File: src/rtl/uart_pkg.sv
// Shared types and width helpers for the UART receive capture block.
package uart_pkg;

    localparam int UART_DATA_BITS = 8;

    typedef enum logic [2:0] {
        IDLE,
        START,
        DATA,
        STOP,
        BREAK
    } rx_state_t;

    function automatic int ptr_width(input int depth);
        return (depth > 1) ? $clog2(depth) : 1;
    endfunction

    function automatic int cnt_width(input int depth);
        return $clog2(depth) + 1;
    endfunction

endpackage

File: src/rtl/sync_fifo.sv
// Single-clock FIFO with show-ahead read; a push into a full FIFO is accepted
// only when a pop happens in the same cycle.
module sync_fifo
    import uart_pkg::*;
#(
    parameter int WIDTH = 8,
    parameter int DEPTH = 16,
    localparam int AW = ptr_width(DEPTH),
    localparam int CW = cnt_width(DEPTH)
) (
    input  logic             i_clk,
    input  logic             i_rst,
    input  logic             i_push,
    input  logic [WIDTH-1:0] i_wdata,
    input  logic             i_pop,
    output logic [WIDTH-1:0] o_rdata,
    output logic             o_full,
    output logic             o_empty,
    output logic [CW-1:0]    o_count
);

    logic [WIDTH-1:0] r_mem [DEPTH];
    logic [AW-1:0]    r_wptr;
    logic [AW-1:0]    r_rptr;
    logic [CW-1:0]    r_count;
    logic             w_push;
    logic             w_pop;

    assign o_full  = (r_count == CW'(DEPTH));
    assign o_empty = (r_count == '0);
    assign w_pop   = i_pop && !o_empty;
    assign w_push  = i_push && (!o_full || w_pop);

    always_ff @(posedge i_clk) begin
        if (w_push) begin
            r_mem[r_wptr] <= i_wdata;
        end
    end

    // Pointers are exactly AW bits wide, so wrap is free for power-of-two depths.
    always_ff @(posedge i_clk) begin
        if (i_rst) begin
            r_wptr  <= '0;
            r_rptr  <= '0;
            r_count <= '0;
        end else begin
            if (w_push) begin
                r_wptr <= r_wptr + 1'b1;
            end
            if (w_pop) begin
                r_rptr <= r_rptr + 1'b1;
            end
            case ({w_push, w_pop})
                2'b10:   r_count <= r_count + 1'b1;
                2'b01:   r_count <= r_count - 1'b1;
                default: r_count <= r_count;
            endcase
        end
    end

    assign o_rdata = o_empty ? '0 : r_mem[r_rptr];
    assign o_count = r_count;

endmodule

File: src/rtl/uart_rx_capture.sv
// 8N1 UART receiver: synchronizer, frame FSM and sticky error flags feeding a byte FIFO.
//   state | meaning
//   IDLE  | waiting for a falling edge on the synchronized line
//   START | counting to mid start bit; a high line there is a glitch
//   DATA  | sampling eight data bits LSB-first at mid-bit
//   STOP  | sampling the stop bit; high pushes the byte, low is a framing error
//   BREAK | line held low after a bad stop bit; wait for it to return high
module uart_rx_capture
    import uart_pkg::*;
#(
    parameter int BIT_CYCLES = 16,
    parameter int FIFO_DEPTH = 16
) (
    input  logic                           HCLK,
    input  logic                           HRESET,
    input  logic                           rx,
    input  logic                           rd,
    output logic [UART_DATA_BITS-1:0]      rdata,
    output logic                           rvalid,
    output logic [cnt_width(FIFO_DEPTH)-1:0] count,
    output logic                           busy,
    output logic                           frame_err,
    output logic                           overrun,
    input  logic                           clr_err
);

    localparam int BW = ptr_width(BIT_CYCLES);
    localparam logic [BW-1:0] HALF_LD = BW'(BIT_CYCLES / 2 - 1);
    localparam logic [BW-1:0] FULL_LD = BW'(BIT_CYCLES - 1);
    localparam logic [2:0]    LAST_IDX = 3'(UART_DATA_BITS - 1);

    logic                      r_sync1;
    logic                      r_rx_s;
    logic                      r_rx_d;
    rx_state_t                 r_state;
    rx_state_t                 w_state_nxt;
    logic [BW-1:0]             r_bcnt;
    logic [BW-1:0]             w_bcnt_nxt;
    logic [2:0]                r_idx;
    logic [2:0]                w_idx_nxt;
    logic [UART_DATA_BITS-1:0] r_shreg;
    logic [UART_DATA_BITS-1:0] w_shreg_nxt;
    logic                      w_push;
    logic                      w_frame_set;
    logic                      w_full;
    logic                      w_empty;

    always_ff @(posedge HCLK) begin
        if (HRESET) begin
            r_sync1 <= 1'b1;
            r_rx_s  <= 1'b1;
            r_rx_d  <= 1'b1;
        end else begin
            r_sync1 <= rx;
            r_rx_s  <= r_sync1;
            r_rx_d  <= r_rx_s;
        end
    end

    always_ff @(posedge HCLK) begin
        if (HRESET) begin
            r_state <= IDLE;
            r_bcnt  <= '0;
            r_idx   <= '0;
            r_shreg <= '0;
        end else begin
            r_state <= w_state_nxt;
            r_bcnt  <= w_bcnt_nxt;
            r_idx   <= w_idx_nxt;
            r_shreg <= w_shreg_nxt;
        end
    end

    always_comb begin
        w_state_nxt = r_state;
        w_bcnt_nxt  = r_bcnt;
        w_idx_nxt   = r_idx;
        w_shreg_nxt = r_shreg;
        w_push      = 1'b0;
        w_frame_set = 1'b0;
        case (r_state)
            IDLE: begin
                if (!r_rx_s && r_rx_d) begin
                    w_state_nxt = START;
                    w_bcnt_nxt  = HALF_LD;
                end
            end
            START: begin
                if (r_bcnt != '0) begin
                    w_bcnt_nxt = r_bcnt - 1'b1;
                end else if (r_rx_s) begin
                    w_state_nxt = IDLE;
                end else begin
                    w_state_nxt = DATA;
                    w_bcnt_nxt  = FULL_LD;
                    w_idx_nxt   = '0;
                end
            end
            DATA: begin
                if (r_bcnt != '0) begin
                    w_bcnt_nxt = r_bcnt - 1'b1;
                end else begin
                    w_shreg_nxt[r_idx] = r_rx_s;
                    w_bcnt_nxt         = FULL_LD;
                    if (r_idx == LAST_IDX) begin
                        w_state_nxt = STOP;
                    end else begin
                        w_idx_nxt = r_idx + 1'b1;
                    end
                end
            end
            STOP: begin
                if (r_bcnt != '0) begin
                    w_bcnt_nxt = r_bcnt - 1'b1;
                end else if (r_rx_s) begin
                    w_push      = 1'b1;
                    w_state_nxt = IDLE;
                end else begin
                    w_frame_set = 1'b1;
                    w_state_nxt = BREAK;
                end
            end
            BREAK: begin
                if (r_rx_s) begin
                    w_state_nxt = IDLE;
                end
            end
            default: w_state_nxt = IDLE;
        endcase
    end

    // A same-cycle pop frees the slot, so only a push into a full FIFO without rd is lost.
    always_ff @(posedge HCLK) begin
        if (HRESET) begin
            frame_err <= 1'b0;
            overrun   <= 1'b0;
        end else if (clr_err) begin
            frame_err <= 1'b0;
            overrun   <= 1'b0;
        end else begin
            if (w_frame_set) begin
                frame_err <= 1'b1;
            end
            if (w_push && w_full && !rd) begin
                overrun <= 1'b1;
            end
        end
    end

    sync_fifo #(
        .WIDTH (UART_DATA_BITS),
        .DEPTH (FIFO_DEPTH)
    ) u_fifo (
        .i_clk   (HCLK),
        .i_rst   (HRESET),
        .i_push  (w_push),
        .i_wdata (r_shreg),
        .i_pop   (rd),
        .o_rdata (rdata),
        .o_full  (w_full),
        .o_empty (w_empty),
        .o_count (count)
    );

    assign rvalid = !w_empty;
    assign busy   = (r_state != IDLE);

endmodule
File: config.mk
export PLATFORM = sky130hd
export DESIGN_NAME = uart_rx_capture
export DESIGN_NICKNAME = d
export VERILOG_FILES = /design/src/rtl/uart_pkg.sv /design/src/rtl/sync_fifo.sv /design/src/rtl/uart_rx_capture.sv
export SDC_FILE = /design/constraint.sdc
export NUM_CORES = 1
export LEC_CHECK = 0
export CORE_UTILIZATION = 39
export CTS_CLUSTER_SIZE = 8
export DETAILED_ROUTE_END_ITERATION = 8
export HOLD_SLACK_MARGIN = 0.06
export MAX_ROUTING_LAYER = met4
export SYNTH_ARGS = -nofsm -noshare
export SYNTH_HDL_FRONTEND = slang
export SYNTH_HIERARCHICAL = 1
export SYNTH_SLANG_ARGS = --single-unit
File: constraint.sdc
create_clock -name HCLK -period 3 [get_ports HCLK]
set_input_delay 0.6 -clock HCLK [delete_from_list [all_inputs] [get_ports HCLK]]
set_output_delay 0.6 -clock HCLK [all_outputs]
set_load 0.05 [all_outputs]
==> results by stage <==
Run status:
- The flow ran to the end, and the final reports show no timing, DRC or antenna violations.

Setup path:
- The kind of critical path is reg -> out.
- The largest fanout of any net on the critical path is 10.
- Data on the critical path arrives at its endpoint at 2.27 ns.
- The required time of the critical path is ~2.4 ns.
- The type of destination of the critical path is a primary output.
- STA classifies the critical path startpoint as a flop.

Placement:
- In this run the tool buffered the top-level ports with 21 buffer cells.
- Routability-driven placement finished with a final weighted congestion of approximately 0.83.
- The detailed-placement wirelength estimate is approximately 9000 um.
- Summing all placed instances gives a cell area of 0.00779 mm2.
- The setup slack at placement is just under 0.07 ns.

Logic synthesis:
- The post-synthesis sequential area ratio is 0.651.
- The post-synthesis cell area is 0.00714 mm2.
- The fraction of registers with async set or reset after synthesis is 0.
- The number of nets in the synthesized netlist is between 400 and 500.
- In the synthesized netlist the dominant register cell turns out to be edfxtp_1.
- The cell count after synthesis came out at roughly 470.
- The number of different library cells used by synthesis comes to 58.
- The synthesized area per cell is approximately 15 um2.
- Counting flops with a built-in enable in the synthesized netlist gives around 130.
- After synthesis the netlist holds a flip-flop and latch count of between 150 and 200.
- The number of synthesis warnings is 6.

Die:
- The count of standard-cell rows is 49.
- The initial standard-cell utilization of the core is 0.397.
- The die outline width is roughly 140 um.
- The region available for standard cell placement spans ~0.018 mm2.
- The area of the die is 0.0188 mm2.
- The number of ports placed on the die boundary is 22.
- In this run the vertical extent of the chip is 137 um.

Timing:
- The worst clock skew is 0.0125 ns.
- Once routing completed, OpenROAD measured the worst setup slack at around 0.13 ns.
- The setup TNS is 0 ns.
- The total count of hold-check failures in the final report is 0.
- Setup repair after global routing could not meet its margin everywhere.
- The post-route worst hold slack is around 0.41 ns.
- The highest clock frequency the design can meet is about 350 MHz.
- The share of the cycle needed by the critical path after routing is 0.956.
- The tightest slew margin relative to the limit is 0.551.
- At the pin with the least slew margin, the transition time is between 0.6 and 0.7 ns.
- The setup violation total in the final timing report is 0.
- The final number of max-transition violations was 0.
- The post-layout minimum cycle time is around 2.9 ns.

Global routing:
- The number of global-route vias before repair is 3996.
- The total congestion overflow is 0.
- The initial antenna violation count came to 0.
- The global router's overall resource usage is 0.168.
- The wire length of the first global-routing pass is roughly 22000 um.
- Entering global routing, the biggest net connects 33 pins.

Clock network:
- The clock latency of the later-clocked register in the worst-skew pair is 0.43 ns.
- The H-tree was split into 4 levels.
- TritonCTS built the clock tree.
- Clock tree synthesis found a total of ~170 sinks.
- Clock-pin slew was measured on the worst setup and hold paths at 0.07 ns.
- In this run, CTS created clock tree buffers numbering 17.
- The library cell used as clock root buffer is clkbuf_16.
- The number of hold-repair buffers added at the cts stage is 0.
- Counting along the longest clock path gives a buffer depth of 2.

Power and ir drop:
- The total chip power is about 6.6 mW.
- The peak supply drop is between 800 and 900 uV.
- The areal power density over the cells is between 700 and 800 mW/mm2.
- The static leakage is about 2.8 nW.

Finish:
- Relative to the synthesized area, the layout overhead comes to 17.9%.
- In the layout the commonest cells are 128 x edfxtp_1, 39 x dfxtp_1, 32 x nor2_1, 32 x mux4_2, 27 x buf_4.
- The layout net count is ~520.
- The most common cell after layout, fill and taps aside is edfxtp_1.
- The number of antenna repair diodes is 0.
- Of the cells placed in the final design, the portion with a size suffix greater than 1 is 0.250.
- The finished cells cover ~0.0084 mm2.
- The layout has 1538 filler cells.

Flow run:
- The reported max-cap violation count is 0.

Routing:
- The post-detailed-route count of antenna-violating nets is 0.
- After detailed routing, the average wire length per cell comes to 18.8 um.
- In the routed design, unresolved DRC markers number 0.
- The final layout contains routed wiring with a total length of approximately 14000 um.
- The number of vias in the routed layout is slightly below 4000.
- The number of iterations in the first detailed-routing pass is 4.
- The detailed router finished its first iteration with about 180 violations.
- Using the TritonRoute via totals, the vias-per-cell ratio works out to 5.30.

Hold path:
- The class of the tightest hold or removal check is reg -> reg.
[registers in the layout, summed over array words and instances (netlist names), named ones only]
register	flops
r_bcnt	4
u_fifo/r_mem	128
r_idx	3
u_fifo/r_wptr	4
r_state	3
r_sync1	1
r_shreg	8
overrun	1
frame_err	1
r_rx_s	1
r_rx_d	1
u_fifo/r_rptr	4
u_fifo/o_count	5
[metrics by stage]
| stage | utilization | std cells |
|---|---|---|
| 2_1_floorplan | - | 467 |
| 3_3_place_gp | 0.433 | 716 |
| 3_5_place_dp | 0.433 | 716 |
| 4_1_cts | 0.465 | 748 |
| 5_1_grt | 0.468 | 749 |
| 6_report | 0.468 | 749 |
[routing by layer]
metal / track usage / vias to the layer above / share of wire
met4: 0.0598 / 0 / 0.014
met2: 0.266 / 79 / 0.49
li1: - / 1888 / -
met5: - / - / 0
met3: 0.0412 / 18 / 0.034
met1: 0.209 / 1987 / 0.46
[logic make-up (layout without fill, tap and decap cells)]
family / after synthesis / after routing / share of synthesized area
flops: 168 / 168 / 0.651
simple gates: 122 / 122 / 0.0954
compound gates: 57 / 57 / 0.0605
mux: 56 / 56 / 0.135
buf+inv: 45 / 98 / 0.0275
fa+ha+maj: 13 / 13 / 0.0235
xor+xnor: 6 / 6 / 0.00736
[final timing paths]
path | start | endpoint | slack, ns | depth (start not counted)
worst max-delay path | u_fifo/o_count[1] | rdata[1] | 0.13 | 5
worst min-delay path | r_sync1 | r_rx_s | 0.41 | 1
worst max register to register | r_bcnt[0] | u_fifo/o_count[4] | 0.15 | 11
worst min register to register | r_sync1 | r_rx_s | 0.41 | 1
[cell usage after synthesis, drive strengths merged, types with 7 or more instances]
| master | instances | area share |
|---|---|---|
| nor2 | 32 | 0.017 |
| o21ai | 7 | 0.0086 |
| nor4 | 9 | 0.0079 |
| nor3 | 12 | 0.0084 |
| clkbuf | 14 | 0.0075 |
| a21oi | 13 | 0.0096 |
| mux4 | 32 | 0.10 |
| nand2 | 10 | 0.0053 |
| mux2i | 22 | 0.031 |
| nand4 | 8 | 0.0079 |
| edfxtp | 128 | 0.54 |
| ha | 11 | 0.019 |
| o21a | 7 | 0.0074 |
| buf | 12 | 0.010 |
| dfxtp | 40 | 0.11 |
| nor3b | 8 | 0.0098 |
| nor2b | 13 | 0.011 |
| a211oi | 17 | 0.018 |
| inv | 19 | 0.010 |
[where the power goes]
part | switching (mW) | total (mW) | leakage [nW] | internal [mW]
registers | 0.0841 | 2.60 | 1.51 | 2.52
logic | 1.13 | 1.94 | 1.05 | 0.807
clock network | 0.921 | 2.08 | 0.284 | 1.16
total | 2.13 | 6.62 | 2.84 | 4.49
[final cells by class]
class                   instances  area (um2)  area share
well taps                     229         287      0.0341
flip-flops and latches        168        4650       0.553
repair buffers                 47         483      0.0574
clock buffers                  17         425      0.0506
multi-input cells             254        2360       0.280
inverters                      19        71.3     0.00848
clock inverters                15         140      0.0167
[repair_timing]
item / in CTS / in global routing
pin swaps: 0 / 0
resized for setup: 1 / 5
buffers inserted: 0 / 1
setup endpoints to repair: 7 / 4
[worst max-delay path, cell delays in order (launching register included)]
cell      delay, ns
dfxtp_1        0.38
or4_4          0.64
nor2_1         0.23
buf_4          0.24
a211oi_1       0.11
buf_12         0.22
(Power assumes the default switching activity.)
